==> src/rtl/fifo_pkg.sv <==
// Shared definitions for the single-clock FIFO family: sizing helper, read modes
// and a parameter-legality check that FIFO variants can call from their benches.
package fifo_pkg;

    localparam int FIFO_MODE_REG  = 0;
    localparam int FIFO_MODE_FWFT = 1;

    function automatic int clog2(input int value);
        int r;
        int v;
        r = 0;
        v = value - 1;
        while (v > 0) begin
            r = r + 1;
            v = v >> 1;
        end
        return r;
    endfunction

    task automatic check_fifo_params(
        input  int width,
        input  int depth,
        input  int af_thresh,
        input  int ae_thresh,
        input  int fwft,
        output bit ok
    );
        ok = (width >= 1) && (depth >= 2) && ((depth & (depth - 1)) == 0) &&
             (af_thresh >= 1) && (af_thresh <= depth) &&
             (ae_thresh >= 0) && (ae_thresh <= depth - 1) &&
             ((fwft == FIFO_MODE_REG) || (fwft == FIFO_MODE_FWFT));
    endtask

endpackage

==> src/rtl/fifo_ram.sv <==
// WIDTH x DEPTH register array: one synchronous write port, one asynchronous read port.
module fifo_ram
    import fifo_pkg::*;
#(
    parameter int WIDTH = 8,
    parameter int DEPTH = 8,
    parameter int AW    = clog2(DEPTH)
) (
    input  logic             clk,
    input  logic             wr_en,
    input  logic [AW-1:0]    wr_addr,
    input  logic [WIDTH-1:0] wr_data,
    input  logic [AW-1:0]    rd_addr,
    output logic [WIDTH-1:0] rd_data
);

    logic [WIDTH-1:0] mem [DEPTH];

    always_ff @(posedge clk) begin
        if (wr_en) begin
            mem[wr_addr] <= wr_data;
        end
    end

    assign rd_data = mem[rd_addr];

endmodule

==> src/rtl/sync_fifo_ext.sv <==
// Single-clock FIFO with programmable almost flags, fill level, sticky error
// flags and a selectable registered or first-word-fall-through read port.
module sync_fifo_ext
    import fifo_pkg::*;
#(
    parameter int WIDTH     = 8,
    parameter int DEPTH     = 8,
    parameter int AF_THRESH = DEPTH - 2,
    parameter int AE_THRESH = 1,
    parameter int FWFT      = FIFO_MODE_REG
) (
    input  logic                     clk,
    input  logic                     rst_n,
    input  logic                     wr_en_i,
    input  logic [WIDTH-1:0]         data_i,
    output logic                     full_o,
    output logic                     almost_full_o,
    input  logic                     rd_en_i,
    output logic [WIDTH-1:0]         data_o,
    output logic                     empty_o,
    output logic                     almost_empty_o,
    output logic [clog2(DEPTH):0]    level_o,
    output logic                     overflow_o,
    output logic                     underflow_o,
    input  logic                     clr_err_i
);

    localparam int AW = clog2(DEPTH);
    localparam int CW = AW + 1;

    logic [AW-1:0]    wr_ptr;
    logic [AW-1:0]    rd_ptr;
    logic [CW-1:0]    count;
    logic             wr_acc;
    logic             rd_acc;
    logic [WIDTH-1:0] rd_data;

    assign full_o         = (count == CW'(DEPTH));
    assign empty_o        = (count == '0);
    assign almost_full_o  = (count >= CW'(AF_THRESH));
    assign almost_empty_o = (count <= CW'(AE_THRESH));
    assign level_o        = count;

    // Full implies non-empty, so a write while full is safe whenever a read is also requested.
    assign rd_acc = rd_en_i && !empty_o;
    assign wr_acc = wr_en_i && (!full_o || rd_en_i);

    fifo_ram #(
        .WIDTH (WIDTH),
        .DEPTH (DEPTH),
        .AW    (AW)
    ) u_ram (
        .clk     (clk),
        .wr_en   (wr_acc),
        .wr_addr (wr_ptr),
        .wr_data (data_i),
        .rd_addr (rd_ptr),
        .rd_data (rd_data)
    );

    always_ff @(posedge clk or negedge rst_n) begin
        if (!rst_n) begin
            wr_ptr <= '0;
            rd_ptr <= '0;
            count  <= '0;
        end else begin
            if (wr_acc) begin
                wr_ptr <= wr_ptr + AW'(1);
            end
            if (rd_acc) begin
                rd_ptr <= rd_ptr + AW'(1);
            end
            case ({wr_acc, rd_acc})
                2'b10:   count <= count + CW'(1);
                2'b01:   count <= count - CW'(1);
                default: count <= count;
            endcase
        end
    end

    // A new error in the same cycle as a clear must stay visible.
    always_ff @(posedge clk or negedge rst_n) begin
        if (!rst_n) begin
            overflow_o  <= 1'b0;
            underflow_o <= 1'b0;
        end else begin
            overflow_o  <= (overflow_o  && !clr_err_i) || (wr_en_i && !wr_acc);
            underflow_o <= (underflow_o && !clr_err_i) || (rd_en_i && empty_o);
        end
    end

    generate
        if (FWFT == FIFO_MODE_FWFT) begin : g_fwft
            assign data_o = empty_o ? '0 : rd_data;
        end else begin : g_reg
            logic [WIDTH-1:0] data_q;

            always_ff @(posedge clk or negedge rst_n) begin
                if (!rst_n) begin
                    data_q <= '0;
                end else if (rd_acc) begin
                    data_q <= rd_data;
                end
            end

            assign data_o = data_q;
        end
    endgenerate

endmodule

==> config.mk <==
export PLATFORM = sky130hd
export DESIGN_NAME = sync_fifo_ext
export DESIGN_NICKNAME = d
export VERILOG_FILES = /design/src/rtl/fifo_pkg.sv /design/src/rtl/fifo_ram.sv /design/src/rtl/sync_fifo_ext.sv
export SDC_FILE = /design/constraint.sdc
export NUM_CORES = 1
export LEC_CHECK = 0
export ABC_AREA = 1
export ABC_CLOCK_PERIOD_IN_PS = 3000
export CORE_UTILIZATION = 41
export DETAILED_ROUTE_END_ITERATION = 12
export REMOVE_ABC_BUFFERS = 1
export SLEW_MARGIN = 20
export SYNTH_ARGS = -nofsm -noshare
export SYNTH_HDL_FRONTEND = slang
export SYNTH_SLANG_ARGS = --single-unit
==> constraint.sdc <==
create_clock -name clk -period 3 [get_ports clk]
set_input_delay 0.6 -clock clk [delete_from_list [all_inputs] [get_ports clk]]
set_output_delay 0.6 -clock clk [all_outputs]
set_load 0.005 [all_outputs]
==> results of run 1 <==
-- cell usage after synthesis, types with 4 or more instances --
| cell type | n | share of area, % |
|---|---|---|
| nand2_1 | 108 | 11 |
| edfxtp_1 | 64 | 51 |
| inv_1 | 63 | 6.3 |
| nand3_1 | 51 | 6.8 |
| dfrtp_1 | 20 | 13 |
| ha_1 | 8 | 2.7 |
| nor3_1 | 8 | 1.1 |
| buf_2 | 6 | 0.80 |
| o21ai_0 | 5 | 0.67 |
| xor2_1 | 5 | 1.2 |
| buf_4 | 4 | 0.80 |
| nor2_1 | 4 | 0.40 |
-- final cells by class --
| class | count | area share [%] |
|---|---|---|
| flip-flops and latches | 84 | 54.92 |
| clock inverters | 7 | 2.582 |
| repair buffers | 41 | 8.681 |
| multi-input cells | 202 | 22.18 |
| well taps | 108 | 3.064 |
| inverters | 67 | 5.759 |
| clock buffers | 9 | 2.809 |
-- layer usage --
metal / share of wire, % / vias up
met3: 5.2 / 10
met4: 1.4 / 0
li1: - / 1252
met5: 0 / -
met1: 45 / 1138
met2: 49 / 66
-- kinds of logic (layout without fill, tap and decap cells) --
| group | count (synthesis) | after routing |
|---|---|---|
| AO/OA/AOI/OAI | 10 | 10 |
| XOR/XNOR | 7 | 7 |
| adder cells (fa/ha/maj) | 8 | 8 |
| buffers and inverters | 80 | 124 |
| flip-flops | 84 | 84 |
| AND/OR/NAND/NOR | 177 | 177 |
-- registers in the layout, summed over array words and instances, names as in the netlist --
| register | flops |
|---|---|
| data_o | 8 |
| level_o | 4 |
| overflow_o | 1 |
| rd_ptr | 3 |
| u_ram.mem | 64 |
| underflow_o | 1 |
| wr_ptr | 3 |
-- cell usage in the layout (no fill, tap or decap) --
| master | n |
|---|---|
| a21oi_1 | 1 |
| buf_4 | 11 |
| bufinv_16 | 3 |
| clkbuf_8 | 9 |
| clkdlybuf4s50_1 | 30 |
| clkinv_1 | 1 |
| clkinv_2 | 3 |
| dfrtp_1 | 20 |
| edfxtp_1 | 64 |
| ha_1 | 8 |
| inv_1 | 63 |
| inv_2 | 2 |
| inv_4 | 1 |
| inv_6 | 1 |
| nand2_1 | 108 |
| nand2_2 | 2 |
| nand2_4 | 1 |
| nand3_1 | 51 |
| nand4_1 | 1 |
| nor2_1 | 4 |
| nor2_2 | 2 |
| nor3_1 | 8 |
| o21a_1 | 1 |
| o21ai_0 | 5 |
| o21ai_2 | 1 |
| o22ai_1 | 2 |
| xnor2_1 | 2 |
| xor2_1 | 5 |
-- through the flow --
step	utilization [%]	hold slack (ns)
after floorplan	-	0.3044
after global placement	47.62	0.4636
after detailed placement	47.62	0.4685
after CTS	50.33	0.4908
after global routing	50.33	0.5170
final	50.33	0.4851
-- worst max path at each step --
| stage | end | slack (ns) | startpoint | cells past startpoint |
|---|---|---|---|---|
| after global placement | level_o[2] | 0.65 | rd_en_i | 9 |
| after detailed placement | level_o[2] | 0.61 | rd_en_i | 9 |
| final | full_o | 0.56 | level_o[0] | 5 |
| after floorplan | u_ram.mem[4][0] | 0.89 | level_o[0] | 7 |
| after CTS | full_o | 0.51 | level_o[0] | 5 |
| after global routing | full_o | 0.39 | level_o[1] | 5 |
-- worst min-delay path, stage by stage, from the launching register on --
cell and delay, ns:
dfrtp_1 0.35, nand2_1 0.05, nand2_1 0.05
-- power breakdown --
group	leakage, µW	total [µW]	internal [µW]	switching (µW)
sequential	0.000822	1730	1520	213
combinational	0.00101	1400	587	811
clock	0.000123	957	552	406
total	0.00196	4080	2650	1430
==> results.toml, run 1 <==
[status]
outcome = "complete, no violations"

[finish]
stdcell_area_mm2 = 0.004410
stdcell_count = 518
nFillCells = 826
layout-drive-gt1-share_pct = 8.780
regArea_mm2 = 0.002422
antenna_cells = 0
layout.nets = 426
multi_input_area_um2 = 978.4
area_delta_synth_final_pct = 17.85

[timing]
fin_crit_ns = 2.443
setup_viol = 0
setup_ws_ns = 0.5569
setup_tns_ns = 0
timing.final.crit_share_pct = 81.44
finalHoldViolations = 0
final_max_slew_viol_count = 0
fmax_mhz = 409.3
rsz0062_at_grt = "no"
slew_headroom_pct = 34.54
finClkSkew_ns = 0.008268
tightest_slew_ns = 0.9788

[route]
drc = 0
route.vias.total = 2466
ant_nets = 0
wire_per_inst_um = 14.63
routed_via_density = 4.761
drtIter0Drc = 119
drtPass1Iterations = 4
drt-total-wl_um = 7576

[floorplanning]
core_mm2 = 0.008763
initial_core_util_pct = 42.70
rows = 34
dieArea_mm2 = 0.009514
die_h_um = 97.54
pin_count = 31
die_w_um = 97.54

[logic_synthesis]
synth_compound_area_share_pct = 1.571
synth-seq-area-share_pct = 64.73
yosysWarnings = 0
synth_mux_area_share_pct = 0
synth_edf_count = 64
synth_cells = 366
synth_xor_area_share_pct = 1.638
synth-simple-area-share_pct = 20.26
synthArstFlopShare_pct = 23.81
netlist_area_mm2 = 0.003742
yosys.cell_types.count = 26
synth.ff_latch_count = 84
yosys.area_share.adder_pct = 2.675
synth_top_family_by_area = "simple AND/OR/NAND/NOR gates"
synth_area_per_cell_um2 = 10.22
synth-main-ff-cell = "edfxtp_1"

[clock_network]
post_cts_resize_count = 0
insertion_delay_ns = 0.35
cts_hold_buf = 0
post_cts_buffers = 0
cts_root_buf = "clkbuf_8"
numCtsBuffers = 9
clk_pin_slew_ns = 0.08
cts.sinks = 84
cts_tree = "yes"
cts_max_level = 3
cts_max_path_buffers = 2

[worst_setup_path]
end_kind = "output port"
crit_path_max_fanout = 7
path_buf_inv = 2
path_cells = "inv_1, ha_1, nand2_1, nor2_2, clkdlybuf4s50_1"
rr_worst_depth = 12
max_stage_delay_ns = 0.51
r2r_setup_slack_ns = 0.83
critPathTopFamily = "buffers and inverters"
cp.arrival_ns = 1.84
criticalPathCategory = "register to output port"
start_kind = "register"
cp.required_ns = 2.40
crit_slowest_cell = "clkdlybuf4s50_1"
reg2reg_from = "level_o[0]"
regToRegEndpoint = "level_o[3]"

[power_and_ir_drop]
p_total_uw = 4083
ir_drop_uv = 317.8
power_leakage_uw = 0.001956
power.density_mw_per_mm2 = 925.8

[global_route]
top_usage_layer = "met2"
grt_pass1_wl_um = 12630
grt_use_met2_pct = 28.56
grt.overflow.total = 0
met3_usage_pct = 3.885
grt_start_max_net_pins = 34
antenna_found_initial = 0
use_met1_pct = 22.66
grt_use_total_pct = 17.53
grt_pass1_vias = 2471

[flow_run]
cap_violations = 0

[worst_hold_path]
whs_endpoint = "data_o[0]"
holdCritStartpoint = "data_o[0]"
hold_depth = 2
worstHoldPathType = "register to register"

[place]
dp_hpwl_um = 4629
dp_worst_setup_slack_ns = 0.6066
place_congestion = 0.7576
place_inst = 502
portBuffers = 30
dpl_cell_area_mm2 = 0.004173
Note: power is estimated with default switching activity, not from simulation.
==> inputs of run 2 (changes only) <==
--- a/config.mk
+++ b/config.mk
@@ -6,7 +6,7 @@
 export NUM_CORES = 1
 export LEC_CHECK = 0
 export ABC_AREA = 1
-export ABC_CLOCK_PERIOD_IN_PS = 3000
+export ABC_CLOCK_PERIOD_IN_PS = 1970
 export CORE_UTILIZATION = 41
 export DETAILED_ROUTE_END_ITERATION = 12
 export REMOVE_ABC_BUFFERS = 1
==> constraint.sdc (replaced) <==
create_clock -name clk -period 1.97 [get_ports clk]
set_input_delay 0.394 -clock clk [delete_from_list [all_inputs] [get_ports clk]]
set_output_delay 0.394 -clock clk [all_outputs]
set_load 0.005 [all_outputs]
==> run 2 against run 1 <==
Combinational power increased by 78%. Clock skew increased by 0.00070 ns. Core utilization increased by 1.3 points. Die area unchanged. Worst setup slack got worse by 0.47 ns. Highest routed layer unchanged. Power increased by 55%. Critical endpoint unchanged. Hold slack got worse by 0.086 ns. Sequential power increased by 47%. Clock-buffer cell count increased by 1. Flip-flop and latch count unchanged.
==> results.toml, run 2 (synthesized netlist as in run 1, its figures left out) <==
[global_route]
grt_use_total_pct = 19.44
grt_pass1_vias = 2550
grt.overflow.total = 0
antenna_found_initial = 0
grt_pass1_wl_um = 13570
grt_start_max_net_pins = 34

[clock_network]
cts_max_level = 3
clk_pin_slew_ns = 0.08
insertion_delay_ns = 0.35
cts_max_path_buffers = 2
cts_hold_buf = 0
cts.sinks = 84
cts_tree = "yes"
numCtsBuffers = 9
cts_root_buf = "clkbuf_8"

[worst_setup_path]
crit_slowest_cell = "dfrtp_1"
criticalPathCategory = "register to output port"
regToRegEndpoint = "level_o[2]"
end_kind = "output port"
reg2reg_from = "level_o[1]"
crit_path_start = "level_o[1]"
crit_path_max_fanout = 3
cp.arrival_ns = 1.49
path_cells = "inv_2, ha_4, nand2_1, nor2_2, buf_4, dlygate4sd2_1"
crit_end = "full_o"
rr_worst_depth = 12
max_stage_delay_ns = 0.40
start_kind = "register"
cp.required_ns = 1.58
r2r_setup_slack_ns = 0.13

[power_and_ir_drop]
ir_drop_uv = 722.5
power.density_mw_per_mm2 = 1398
power_leakage_uw = 0.002008

[timing]
setup_tns_ns = 0
fin_crit_ns = 1.887
setup_viol = 0
fin_hold_ws_ns = 0.3993
rsz0062_at_grt = "yes"
final_max_slew_viol_count = 0
tightest_slew_ns = 0.5658
fmax_mhz = 530.0
finalHoldViolations = 0
finClkSkew_ns = 0.008967
slew_headroom_pct = 62.23
timing.final.crit_share_pct = 95.79

[floorplanning]
rows = 34
initial_core_util_pct = 42.70
core_mm2 = 0.008763
pin_count = 31
die_h_um = 97.54
dieArea_mm2 = 0.009514
die_w_um = 97.54

[finish]
nFillCells = 773
largest_reg_flops = 64
layout.nets = 438
multi_input_area_mm2 = 0.001015
layout-drive-gt1-share_pct = 12.32
antenna_cells = 0
area_delta_synth_final_pct = 20.83
stdcell_area_mm2 = 0.004522
final_common_cell = "nand2_1"
regArea_mm2 = 0.002424
final_cell_mix = "nand2_1 (108), edfxtp_1 (64), inv_1 (61)"
top_register = "u_ram.mem"

[place]
dpl_cell_area_mm2 = 0.004245
dp_hpwl_um = 5769
place_congestion = 0.8365
portBuffers = 30

[flow_run]
cap_violations = 0

[route]
drtIter0Drc = 163
routed_via_density = 4.885
drc = 0
ant_nets = 0
drt-total-wl_um = 8666
route.vias.total = 2589
drtPass1Iterations = 5
wire_per_inst_um = 16.35

[status]
outcome = "complete, no violations"

[worst_hold_path]
worstHoldPathType = "input pin to asynchronous set/reset pin"
[run 2: changes by cell type in the layout (fill, tap and decap cells not counted), sizes merged]
| cell | previous run | this run |
|---|---|---|
| clkdlybuf4s50 | 30 | 26 |
| inv | 67 | 66 |
| clkinvlp | 0 | 1 |
| clkbuf | 9 | 10 |
| bufinv | 3 | 2 |
| dlygate4sd2 | 0 | 4 |
| buf | 11 | 23 |
[run 2: worst max-delay path: cells and delay by family (launching register included)]
family	cells	cell delay [ns]
flops	1	0.40
simple gates	2	0.17
buf+inv	3	0.43
fa+ha+maj	1	0.14
[run 2: cell type report]
type | instances | area share (%)
repair buffers | 53 | 10.79
flip-flops and latches | 84 | 53.60
clock inverters | 6 | 1.743
clock buffers | 10 | 2.822
well taps | 108 | 2.988
inverters | 67 | 5.617
multi-input cells | 202 | 22.44
[run 2: routing by layer]
| metal | track usage (%) | routed length, µm |
|---|---|---|
| met1 | 25.56 | 3734 |
| met2 | 30.66 | 4176 |
| met3 | 3.957 | 533 |
| met4 | 9.615 | 221 |
| met5 | 0 | 0 |
[run 2: metrics by stage]
step           instances  setup slack [ns]  util [%]  total power [µW]
3_3_place_gp         510           0.03955     48.44              4924
3_5_place_dp         510          -0.02588     48.44              4961
2_1_floorplan        353           -0.1392         -              3866
6_report             530           0.08303     51.60              6321
4_1_cts              528          0.002012     51.11              6308
5_1_grt              530          -0.04419     51.60              6759
[run 2: what timing repair did]
| action | in CTS | in global routing |
|---|---|---|
| pin swaps | 2 | 4 |
| setup buffers | 2 | 2 |
| gates resized for setup | 11 | 8 |
| setup endpoints to repair | 4 | 10 |
[run 2: worst min path at each step]
stage	from	to	slack, ns
after floorplan	rst_n	data_o[0]	0.1
after global placement	data_o[7]	data_o[7]	0.46
after detailed placement	data_o[1]	data_o[1]	0.46
after CTS	rst_n	rd_ptr[0]	0.41
after global routing	rst_n	rd_ptr[0]	0.42
final	rst_n	rd_ptr[0]	0.40
[run 2: power breakdown]
group / switching [µW] / internal [µW] / total, µW
Combinational: 1470 / 1020 / 2490
Sequential: 226 / 2310 / 2540
Clock: 594 / 702 / 1300
